## src/rtl/hazard_pkg.sv

```systemverilog
// hazard_pkg: shared definitions for the hazard scoreboard.
//   - FROM_RF / FROM_E / FROM_M / FROM_W forwarding select codes
//   - EPC_ADDR_DEFAULT: CP0 register number of EPC
//   - fwd_pick(): fixed E > M > W priority encoder for forward selects
package hazard_pkg;

  localparam logic [1:0] FROM_RF = 2'd0;
  localparam logic [1:0] FROM_E  = 2'd1;
  localparam logic [1:0] FROM_M  = 2'd2;
  localparam logic [1:0] FROM_W  = 2'd3;

  localparam int EPC_ADDR_DEFAULT = 14;

  // Picks the youngest eligible producer; callers pass 1'b0 for stages
  // that a given consumer cannot see.
  function automatic logic [1:0] fwd_pick(input logic e_hit,
                                          input logic m_hit,
                                          input logic w_hit);
    logic [1:0] sel;
    sel = FROM_RF;
    if (e_hit)      sel = FROM_E;
    else if (m_hit) sel = FROM_M;
    else if (w_hit) sel = FROM_W;
    return sel;
  endfunction

endpackage

```

## src/rtl/mdu_busy_timer.sv

```systemverilog
// mdu_busy_timer: MDU latency countdown.
//   clk, rst_n     clock / asynchronous active-low reset
//   start, is_div  MDU operation issued from E (div selects DIV_LAT)
//   flush          cancels a start in the same cycle
//   busy           countdown non-zero (high LAT cycles after a start)
//   start_ok       start accepted this cycle (start & ~flush)
module mdu_busy_timer #(
  parameter int MUL_LAT = 5,
  parameter int DIV_LAT = 10
) (
  input  logic clk,
  input  logic rst_n,
  input  logic start,
  input  logic is_div,
  input  logic flush,
  output logic busy,
  output logic start_ok
);

  localparam int MAX_LAT = (MUL_LAT > DIV_LAT) ? MUL_LAT : DIV_LAT;
  localparam int CW      = $clog2(MAX_LAT + 1);

  logic [CW-1:0] cnt_reg;

  assign start_ok = start & ~flush;
  assign busy     = (cnt_reg != '0);

  // A start reloads even when busy; the stall logic should have kept
  // D from issuing one, so that case is only flagged in simulation.
  always_ff @(posedge clk or negedge rst_n) begin
    if (!rst_n) begin
      cnt_reg <= '0;
    end else if (start_ok) begin
      cnt_reg <= is_div ? CW'(DIV_LAT) : CW'(MUL_LAT);
    end else if (cnt_reg != '0) begin
      cnt_reg <= cnt_reg - CW'(1);
    end
  end

`ifndef SYNTHESIS
  always_ff @(posedge clk) begin
    if (rst_n && start_ok) begin
      assert (cnt_reg == '0) else $error("mdu_busy_timer: start while busy");
    end
  end
`endif

endmodule

```

## src/rtl/hazard_scoreboard.sv

```systemverilog
// hazard_scoreboard: forwarding selects and D-stage stall for the 5-stage
// pipeline, with internal MDU busy timing.
//   Inputs : clk, rst_n (async active-low), flush, Tuse/Tnew, stage
//            register addresses, RFWr enables, D-stage class bits,
//            mtc0 flags, MDU start.
//   Outputs: Stall (combinational), E_bubble (registered Stall),
//            MDU_busy, five 2-bit forward selects.
// Optional: define HAZARD_PERF_CNT_EN to add saturating stall-cause
//           counters perf_stall_data / perf_stall_mdu / perf_stall_eret.
module hazard_scoreboard
  import hazard_pkg::*;
#(
  parameter int REG_AW   = 5,
  parameter int TNEW_W   = 2,
  parameter int MUL_LAT  = 5,
  parameter int DIV_LAT  = 10,
  parameter int EPC_ADDR = EPC_ADDR_DEFAULT,
  parameter int CNT_W    = 32
) (
  input  logic              clk,
  input  logic              rst_n,
  input  logic              flush,
  input  logic [TNEW_W-1:0] T_use_RS,
  input  logic [TNEW_W-1:0] T_use_RT,
  input  logic [TNEW_W-1:0] E_Tnew,
  input  logic [TNEW_W-1:0] M_Tnew,
  input  logic [REG_AW-1:0] D_A1,
  input  logic [REG_AW-1:0] D_A2,
  input  logic [REG_AW-1:0] E_A1,
  input  logic [REG_AW-1:0] E_A2,
  input  logic [REG_AW-1:0] E_A3,
  input  logic [REG_AW-1:0] M_A2,
  input  logic [REG_AW-1:0] M_A3,
  input  logic [REG_AW-1:0] W_A3,
  input  logic              E_RFWr,
  input  logic              M_RFWr,
  input  logic              W_RFWr,
  input  logic              D_MDU_related,
  input  logic              D_eret,
  input  logic              E_MTC0,
  input  logic              M_MTC0,
  input  logic              E_MDU_start,
  input  logic              E_MDU_is_div,
  output logic              Stall,
  output logic              E_bubble,
  output logic              MDU_busy,
  output logic [1:0]        Fwd_D_RS_Sel,
  output logic [1:0]        Fwd_D_RT_Sel,
  output logic [1:0]        Fwd_E_A_Sel,
  output logic [1:0]        Fwd_E_B_Sel,
  output logic [1:0]        Fwd_M_WD_Sel
`ifdef HAZARD_PERF_CNT_EN
  ,
  output logic [CNT_W-1:0]  perf_stall_data,
  output logic [CNT_W-1:0]  perf_stall_mdu,
  output logic [CNT_W-1:0]  perf_stall_eret
`endif
);

  // A producer can forward only once its value exists (Tnew == 0);
  // W always holds a finished value.
  logic e_fwd_ok, m_fwd_ok;
  assign e_fwd_ok = E_RFWr && (E_Tnew == '0);
  assign m_fwd_ok = M_RFWr && (M_Tnew == '0);

  assign Fwd_D_RS_Sel = (D_A1 == '0) ? FROM_RF :
    fwd_pick(D_A1 == E_A3 && e_fwd_ok, D_A1 == M_A3 && m_fwd_ok, D_A1 == W_A3 && W_RFWr);
  assign Fwd_D_RT_Sel = (D_A2 == '0) ? FROM_RF :
    fwd_pick(D_A2 == E_A3 && e_fwd_ok, D_A2 == M_A3 && m_fwd_ok, D_A2 == W_A3 && W_RFWr);
  assign Fwd_E_A_Sel = (E_A1 == '0) ? FROM_RF :
    fwd_pick(1'b0, E_A1 == M_A3 && m_fwd_ok, E_A1 == W_A3 && W_RFWr);
  assign Fwd_E_B_Sel = (E_A2 == '0) ? FROM_RF :
    fwd_pick(1'b0, E_A2 == M_A3 && m_fwd_ok, E_A2 == W_A3 && W_RFWr);
  assign Fwd_M_WD_Sel = (M_A2 == '0) ? FROM_RF :
    fwd_pick(1'b0, 1'b0, M_A2 == W_A3 && W_RFWr);

  // Data stall: the consumer needs the value sooner than the producer has it.
  logic stall_rs_e, stall_rs_m, stall_rt_e, stall_rt_m, stall_data;
  assign stall_rs_e = (D_A1 != '0) && (D_A1 == E_A3) && E_RFWr && (T_use_RS < E_Tnew);
  assign stall_rs_m = (D_A1 != '0) && (D_A1 == M_A3) && M_RFWr && (T_use_RS < M_Tnew);
  assign stall_rt_e = (D_A2 != '0) && (D_A2 == E_A3) && E_RFWr && (T_use_RT < E_Tnew);
  assign stall_rt_m = (D_A2 != '0) && (D_A2 == M_A3) && M_RFWr && (T_use_RT < M_Tnew);
  assign stall_data = stall_rs_e | stall_rs_m | stall_rt_e | stall_rt_m;

  // MDU: the starting op counts as busy in its own cycle, before the
  // countdown has loaded.
  logic mdu_start_ok, stall_mdu;

  mdu_busy_timer #(
    .MUL_LAT (MUL_LAT),
    .DIV_LAT (DIV_LAT)
  ) u_mdu_busy_timer (
    .clk      (clk),
    .rst_n    (rst_n),
    .start    (E_MDU_start),
    .is_div   (E_MDU_is_div),
    .flush    (flush),
    .busy     (MDU_busy),
    .start_ok (mdu_start_ok)
  );

  assign stall_mdu = D_MDU_related & (mdu_start_ok | MDU_busy);

  // eret reads EPC in D; hold it while an older mtc0 to EPC is in flight.
  logic stall_eret;
  assign stall_eret = D_eret & ((E_MTC0 && (E_A3 == REG_AW'(EPC_ADDR))) ||
                                (M_MTC0 && (M_A3 == REG_AW'(EPC_ADDR))));

  assign Stall = stall_data | stall_mdu | stall_eret;

  logic e_bubble_reg;
  always_ff @(posedge clk or negedge rst_n) begin
    if (!rst_n) e_bubble_reg <= 1'b0;
    else        e_bubble_reg <= Stall;
  end
  assign E_bubble = e_bubble_reg;

`ifdef HAZARD_PERF_CNT_EN
  // Index 0: data, 1: mdu, 2: eret. Causes count independently.
  logic [2:0]       perf_cause;
  logic [CNT_W-1:0] perf_cnt [3];
  assign perf_cause = {stall_eret, stall_mdu, stall_data};

  genvar gi;
  generate
    for (gi = 0; gi < 3; gi++) begin : g_perf
      logic [CNT_W-1:0] cnt_reg;
      always_ff @(posedge clk or negedge rst_n) begin
        if (!rst_n)                               cnt_reg <= '0;
        else if (perf_cause[gi] && cnt_reg != '1) cnt_reg <= cnt_reg + CNT_W'(1);
      end
      assign perf_cnt[gi] = cnt_reg;
    end
  endgenerate

  assign perf_stall_data = perf_cnt[0];
  assign perf_stall_mdu  = perf_cnt[1];
  assign perf_stall_eret = perf_cnt[2];
`endif

endmodule

```

## config.mk

```make
export PLATFORM = sky130hd
export DESIGN_NAME = hazard_scoreboard
export DESIGN_NICKNAME = d
export VERILOG_FILES = /design/src/rtl/hazard_pkg.sv /design/src/rtl/mdu_busy_timer.sv /design/src/rtl/hazard_scoreboard.sv
export SDC_FILE = /design/constraint.sdc
export NUM_CORES = 1
export LEC_CHECK = 0
export BUFFER_PORTS_ARGS = -buffer_cell sky130_fd_sc_hd__buf_2
export CAP_MARGIN = 40
export CORE_AREA = 2 2 57 59
export DETAILED_ROUTE_END_ITERATION = 10
export DIE_AREA = 0 0 59 61
export HOLD_SLACK_MARGIN = 0.15
export MAX_ROUTING_LAYER = met4
export PLACE_DENSITY_LB_ADDON = 0.12
export RECOVER_POWER = 50
export SYNTH_ARGS = -nofsm -noshare
export SYNTH_HDL_FRONTEND = slang
export SYNTH_SLANG_ARGS = --single-unit
export TNS_END_PERCENT = 100
```

## constraint.sdc

```tcl
create_clock -name clk -period 1.9 [get_ports clk]
set_input_delay 0.095 -clock clk [delete_from_list [all_inputs] [get_ports clk]]
set_output_delay 0.095 -clock clk [all_outputs]
set_load 0.02 [all_outputs]
```

# [Yosys cells after proc, flatten, opt, wreduce, memory -nomap -nowiden]
# Cells that the tools add are included.
[word_totals] ram_bits=0 output_inout_bits=13 rom_bits=0 mem_count=0 ff_bits=5 latchBits=0
[op_classes] div=0 n_eq_ne=13 order_cmp=4 n_addsub=1 n_reduce_logical=39 muxes=19 bitwise_logic=10 shift=0 multipliers=0
[ops] op="5-bit == test" n=11
[ops] op="2-bit 2-to-1 mux" n=16
[ops] op="1-bit logical AND" n=27
[ops] op="5-bit logical NOT" n=5
[ops] op="4-bit 2-to-1 mux" n=3
[ops] op="5-bit by 4-bit == test with 1-bit output (second input constant)" n=2
[ops] op="5-bit nonzero test" n=2
[ops] op="2-bit less-than comparator" n=4
[ops] op="1-bit bitwise OR" n=6
[ops] op="2-bit logical NOT" n=2
[ops] op="4-bit nonzero test" n=1
[ops] op="4-bit by 1-bit subtractor with 4-bit output (second input constant)" n=1
[ops] op="1-bit bitwise AND" n=3
[ops] op="2-bit nonzero test" n=1
[ops] op="1-bit logical OR" n=1
[ops] op="1-bit inverter" n=1

# [Depth between registers and ports, before layout]
[logic_depth] word_depth=9 mapped_depth=7

# [Modules after synthesis]
# Synthesis repeated with hierarchy kept, for this count alone.
[unflattened] cells_unflattened=170 area_unflattened_um2=1295.0
[modules_own_cells] mod="hazard_scoreboard" cells_each=147 instances=1 area_per_inst_um2=1046.0
[modules_own_cells] mod="mdu_busy_timer" cells_each=23 instances=1 area_per_inst_um2=249.0

# [Worst setup path after synthesis]
# No wires, ideal clock.
[synth_path] path_type="reg2reg" from="reg u_mdu_busy_timer.cnt_reg[0]" to="reg e_bubble_reg (netlist: E_bubble)" required_ns=1.733 path_buffers=1 path_stages_with_launch=8 setup_time_ns=0.167 arrival_time_ns=1.441 slack_ns=0.292 cell_sequence="dfrtp_1 > inv_1 > ha_1 > and2_1 > clkbuf_1 > nand2_1 > a22o_1 > a221o_1"
[synth_between] elab_chain_len=5
[synth_lines] element="start, declared" line="mdu_busy_timer.sv:23" text="logic [CW-1:0] cnt_reg;"
[synth_lines] element="start signal, assigned" line="mdu_busy_timer.sv:34" text="cnt_reg <= is_div ? CW'(DIV_LAT) : CW'(MUL_LAT);"
[synth_lines] element="start signal, assigned" line="mdu_busy_timer.sv:36" text="cnt_reg <= cnt_reg - CW'(1);"
[synth_lines] element="4-bit nonzero test" line="mdu_busy_timer.sv:26" text="assign busy = (cnt_reg != '0);"
[synth_lines] element="1-bit bitwise OR" line="hazard_scoreboard.sv:102" text="assign stall_mdu = D_MDU_related & (mdu_start_ok | MDU_busy);"
[synth_lines] element="1-bit bitwise AND" line="hazard_scoreboard.sv:102"
[synth_lines] element="1-bit bitwise OR (2 in series)" line="hazard_scoreboard.sv:109" text="assign Stall = stall_data | stall_mdu | stall_eret;"
[synth_lines] element="via Stall" line="hazard_scoreboard.sv:44" text="output logic Stall,"
[synth_lines] element="end signal, assigned" line="hazard_scoreboard.sv:114" text="else e_bubble_reg <= Stall;"
[synth_lines] element="end, declared" line="hazard_scoreboard.sv:111" text="logic e_bubble_reg;"
# The timed path passes the listed nets, and every way through them passes these cells.
# A chain may end at the register's enable or synchronous reset.

# [Worst setup path in the final report]
[layout_path] from="reg u_mdu_busy_timer.cnt_reg[0]" to="out Stall"
[layout_between] elab_chain_len=5
[layout_lines] element="4-bit nonzero test" line="mdu_busy_timer.sv:26"
[layout_lines] element="1-bit bitwise OR" line="hazard_scoreboard.sv:102"
[layout_lines] element="1-bit bitwise AND" line="hazard_scoreboard.sv:102"
[layout_lines] element="1-bit bitwise OR (2 in series)" line="hazard_scoreboard.sv:109"
[layout_lines] element="end, declared" line="hazard_scoreboard.sv:44"
# Every way passes these cells.

==> report_table.html <==
<table>
<tr><th>Metric</th><th>Value</th></tr>
<tr><th colspan="2">Global route</th></tr>
<tr><td>GRT Overall Usage</td><td>21.9%</td></tr>
<tr><td>Maximum number of pins on one net before global-route repair</td><td>7</td></tr>
<tr><td>Aggregate global routing overflow</td><td>0</td></tr>
<tr><td>Vias in the first global route</td><td>1322</td></tr>
<tr><td>Initial antenna violation count</td><td>0</td></tr>
<tr><td>Wire length of the first global-routing pass</td><td>5840 um</td></tr>
<tr><th colspan="2">STA</th></tr>
<tr><td>Worst Max-Slew Pin Slew</td><td>0.427 ns</td></tr>
<tr><td>Post-route clock skew</td><td>0.00183 ns</td></tr>
<tr><td>RSZ-0062 raised after global routing</td><td>no</td></tr>
<tr><td>Relative max-transition margin</td><td>71.5%</td></tr>
<tr><td>Count of endpoints failing hold in the final timing report</td><td>0</td></tr>
<tr><td>Maximum clock rate</td><td>0.563 GHz</td></tr>
<tr><td>Final count of negative-setup-slack endpoints</td><td>0</td></tr>
<tr><td>Post-layout minimum cycle time</td><td>1.78 ns</td></tr>
<tr><td>Final clock period utilization by the worst path</td><td>93.5%</td></tr>
<tr><td>Post-route worst hold slack</td><td>0.163 ns</td></tr>
<tr><td>Count of final max-slew check failures</td><td>0</td></tr>
<tr><td>Setup total negative slack</td><td>0 ns</td></tr>
<tr><th colspan="2">Placed design</th></tr>
<tr><td>Buffers added on ports</td><td>72</td></tr>
<tr><td>Final weighted congestion in routability-driven placement</td><td>0.821</td></tr>
<tr><td>Final HPWL DP</td><td>3000 um</td></tr>
<tr><th colspan="2">Worst setup path</th></tr>
<tr><td>CP Max Fanout</td><td>5</td></tr>
<tr><td>Critical Path End Type</td><td>output pin</td></tr>
<tr><td>Required time reported for the critical path endpoint</td><td>1.80 ns</td></tr>
<tr><td>Slowest stage delay, CP</td><td>0.39 ns</td></tr>
<tr><td>Startpoint type of the worst setup path</td><td>flop</td></tr>
<tr><td>CP max-delay cell</td><td>dfrtp_1</td></tr>
<tr><td>Startpoint-to-endpoint class of the critical path</td><td>flop to output pin</td></tr>
<tr><td>Data arrival time of the worst path</td><td>1.68 ns</td></tr>
<tr><td>Ordered list of cells on the worst path</td><td>inv_1 -&gt; ha_1 -&gt; and2_4 -&gt; nand2_1 -&gt; a22o_1 -&gt; a221o_1 -&gt; buf_2</td></tr>
<tr><th colspan="2">Finish</th></tr>
<tr><td>Most frequent standard cell in the layout excluding fill and tap cells</td><td>buf_2</td></tr>
<tr><td>Filler Cell Count</td><td>333</td></tr>
<tr><td>Most used cells in the layout excluding fill and tap cells</td><td>buf_2, xor2_1, xnor2_1</td></tr>
<tr><td>Layout cells sized above 1</td><td>31.3%</td></tr>
<tr><td>Area delta synth-&gt;final</td><td>30.0%</td></tr>
<tr><td>Largest register FFs</td><td>4</td></tr>
<tr><td>Layout Nets</td><td>307</td></tr>
<tr><td>Antenna diode count</td><td>0</td></tr>
<tr><th colspan="2">CTS</th></tr>
<tr><td>CTS tree</td><td>done</td></tr>
<tr><td>H-tree depth reported by CTS</td><td>1</td></tr>
<tr><td>TritonCTS Buffers</td><td>3</td></tr>
<tr><td>Clock latency reported for the late side of the worst-skew pair</td><td>0.24 ns</td></tr>
<tr><td>Maximum buffer depth of the clock tree</td><td>2</td></tr>
<tr><td>Library cell used as clock root buffer</td><td>clkbuf_4</td></tr>
<tr><td>Num Clock Sinks</td><td>5</td></tr>
<tr><td>Reg clk slew, reported paths</td><td>0.04 ns</td></tr>
<tr><th colspan="2">Power and ir drop</th></tr>
<tr><td>Leakage Power</td><td>0.000819 uW</td></tr>
<tr><td>Worst ir drop on vdd</td><td>0.000255 V</td></tr>
<tr><td>Power per unit of standard cell area</td><td>497 nW/um2</td></tr>
<tr><th colspan="2">Logic synthesis</th></tr>
<tr><td>Post-Syn Instances</td><td>174</td></tr>
<tr><td>Yosys Warn Count</td><td>0</td></tr>
<tr><td>Mean instance size in the synthesized netlist</td><td>7.38 um2</td></tr>
<tr><td>Mapped Nets</td><td>240</td></tr>
<tr><td>Top_reg_cell synth</td><td>dfrtp_1</td></tr>
<tr><td>Unique cell type count in the Yosys netlist</td><td>31</td></tr>
<tr><td>Number of storage elements in the synthesis netlist</td><td>5</td></tr>
<tr><td>Share of synthesized flip-flops with an asynchronous set or reset</td><td>100%</td></tr>
<tr><td>Post-synthesis instance area</td><td>1280 um2</td></tr>
<tr><td>Part of the Yosys area used for sequential elements</td><td>9.74%</td></tr>
<tr><td>Number of flops mapped to enable cells by yosys</td><td>0</td></tr>
<tr><th colspan="2">Route</th></tr>
<tr><td>Total wire length</td><td>3450 um</td></tr>
<tr><td>Pre-antenna DRT Iters</td><td>4</td></tr>
<tr><td>Mean routed wirelength per cell</td><td>12.6 um</td></tr>
<tr><td>Number of nets with antenna violations after detailed routing</td><td>0</td></tr>
<tr><td>Number of vias per cell after detailed routing</td><td>5.15</td></tr>
<tr><td>Count of vias placed by the detailed router</td><td>1405</td></tr>
<tr><td>First DRT Iteration DRCs</td><td>41</td></tr>
<tr><td>Post-route DRC</td><td>0</td></tr>
<tr><th colspan="2">Floorplan</th></tr>
<tr><td>Floorplan die width</td><td>59 um</td></tr>
<tr><td>Number of core rows</td><td>20</td></tr>
<tr><td>Starting density of the core</td><td>43.5%</td></tr>
<tr><td>Height of the die</td><td>61 um</td></tr>
<tr><td>Die outline area</td><td>3600 um2</td></tr>
<tr><td>Count of pins on the block boundary</td><td>73</td></tr>
<tr><td>Floorplan Core Area</td><td>2950 um2</td></tr>
<tr><th colspan="2">Job</th></tr>
<tr><td>Max cap viols</td><td>0</td></tr>
<tr><th colspan="2">Outcome</th></tr>
<tr><td>Status</td><td>completed</td></tr>
<tr><th colspan="2">Min path</th></tr>
<tr><td>Worst min-delay path category</td><td>input pin to flop</td></tr>
</table>
==> cells in the mapped netlist (2+ instances only) <==
cell type / instances / area share [%]
a21oi_1: 5 / 1.9
and3_1: 4 / 1.9
buf_2: 10 / 3.9
dfrtp_1: 5 / 9.7
ha_1: 6 / 5.8
inv_1: 8 / 2.3
nand2_1: 6 / 1.8
nand2b_1: 4 / 1.9
nand3_1: 8 / 3.1
nand3b_1: 2 / 1.2
nand4_1: 3 / 1.5
nand4b_1: 3 / 2.0
nor2_1: 9 / 2.6
nor2b_1: 3 / 1.5
nor3_1: 7 / 2.7
nor3b_1: 2 / 1.2
nor4_1: 6 / 2.9
o21ai_0: 10 / 3.9
o22ai_1: 2 / 0.97
or4_1: 5 / 2.9
xnor2_1: 16 / 11
xor2_1: 41 / 28
==> repair_timing <==
action / CTS / global route
setup buffers: 0 / 0
hold endpoints to repair: 9 / 0
gates resized for setup: 0 / 2
hold buffers: 2 / 0
setup endpoints to repair: 0 / 1
==> logic make-up (layout without fill, tap and decap cells) <==
family / after synthesis / in the layout / share of synthesized area, %
AND/OR/NAND/NOR: 65 / 65 / 28.8
XOR/XNOR: 57 / 57 / 38.9
AO/OA/AOI/OAI: 21 / 21 / 9.64
buffers and inverters: 20 / 86 / 7.11
adder cells (fa/ha/maj): 6 / 6 / 5.84
flip-flops: 5 / 5 / 9.74
==> worst paths after layout <==
kind | startpoint | end | slack, ns | cells after the start
max | u_mdu_busy_timer.cnt_reg[0]$_DFFE_PN0N_ | Stall | 0.12 | 7
min | flush | u_mdu_busy_timer.cnt_reg[1]$_DFFE_PN0N_ | 0.16 | 3
max reg2reg | u_mdu_busy_timer.cnt_reg[0]$_DFFE_PN0N_ | E_bubble$_DFF_PN0_ | 0.50 | 6
min reg2reg | u_mdu_busy_timer.cnt_reg[3]$_DFFE_PN0N_ | u_mdu_busy_timer.cnt_reg[3]$_DFFE_PN0N_ | 0.58 | 2
max in group asynchronous | rst_n | u_mdu_busy_timer.cnt_reg[0]$_DFFE_PN0N_ | 1.43 | 2
min in group asynchronous | rst_n | u_mdu_busy_timer.cnt_reg[2]$_DFFE_PN0N_ | 0.25 | 2
==> power breakdown <==
group / total (uW) / internal (uW) / switching [uW]
Clock: 121 / 79.3 / 42.1
Sequential: 193 / 156 / 36.3
Combinational: 516 / 248 / 268
==> layer usage <==
metal  vias to the layer above  track usage, %  share of wire [%]
met2                        54            37.8                 48
met1                       622            27.6                 45
met3                         2            2.77                6.1
met5                         -               -                  0
li1                        727               -                  -
met4                         0            3.90               0.55
==> through the flow <==
step / total power, uW / setup slack, ns / instance area (um2) / instances / util [%]
CTS: 832 / 0.0443 / 1670 / 273 / 56.6
global placement: 699 / 0.354 / 1630 / 267 / 55.0
global route: 923 / 0.00376 / 1670 / 273 / 56.6
finish: 830 / 0.123 / 1670 / 273 / 56.6
detailed placement: 701 / 0.309 / 1630 / 267 / 55.0
floorplan: 544 / 0.292 / 1280 / 174 / -
==> layout make-up <==
cell class	instances	area [um2]	share of cell area, %
multi-input combinational	149	1070	64.1
sequential	5	125	7.49
inverter	8	30.0	1.80
tap	33	41.3	2.47
timing repair buffer	74	377	22.5
clock buffer	4	26.3	1.57
==> worst max-delay path: cells and delay by family, from the launching register on <==
family	cells	cell delay, ns
AOI/OAI and AO/OA	2	0.45
DFF	1	0.39
buffers and inverters	2	0.25
and+or+nand+nor	2	0.21
adders and majority gates	1	0.15
No activity file was read; power rests on OpenSTA's default activity.
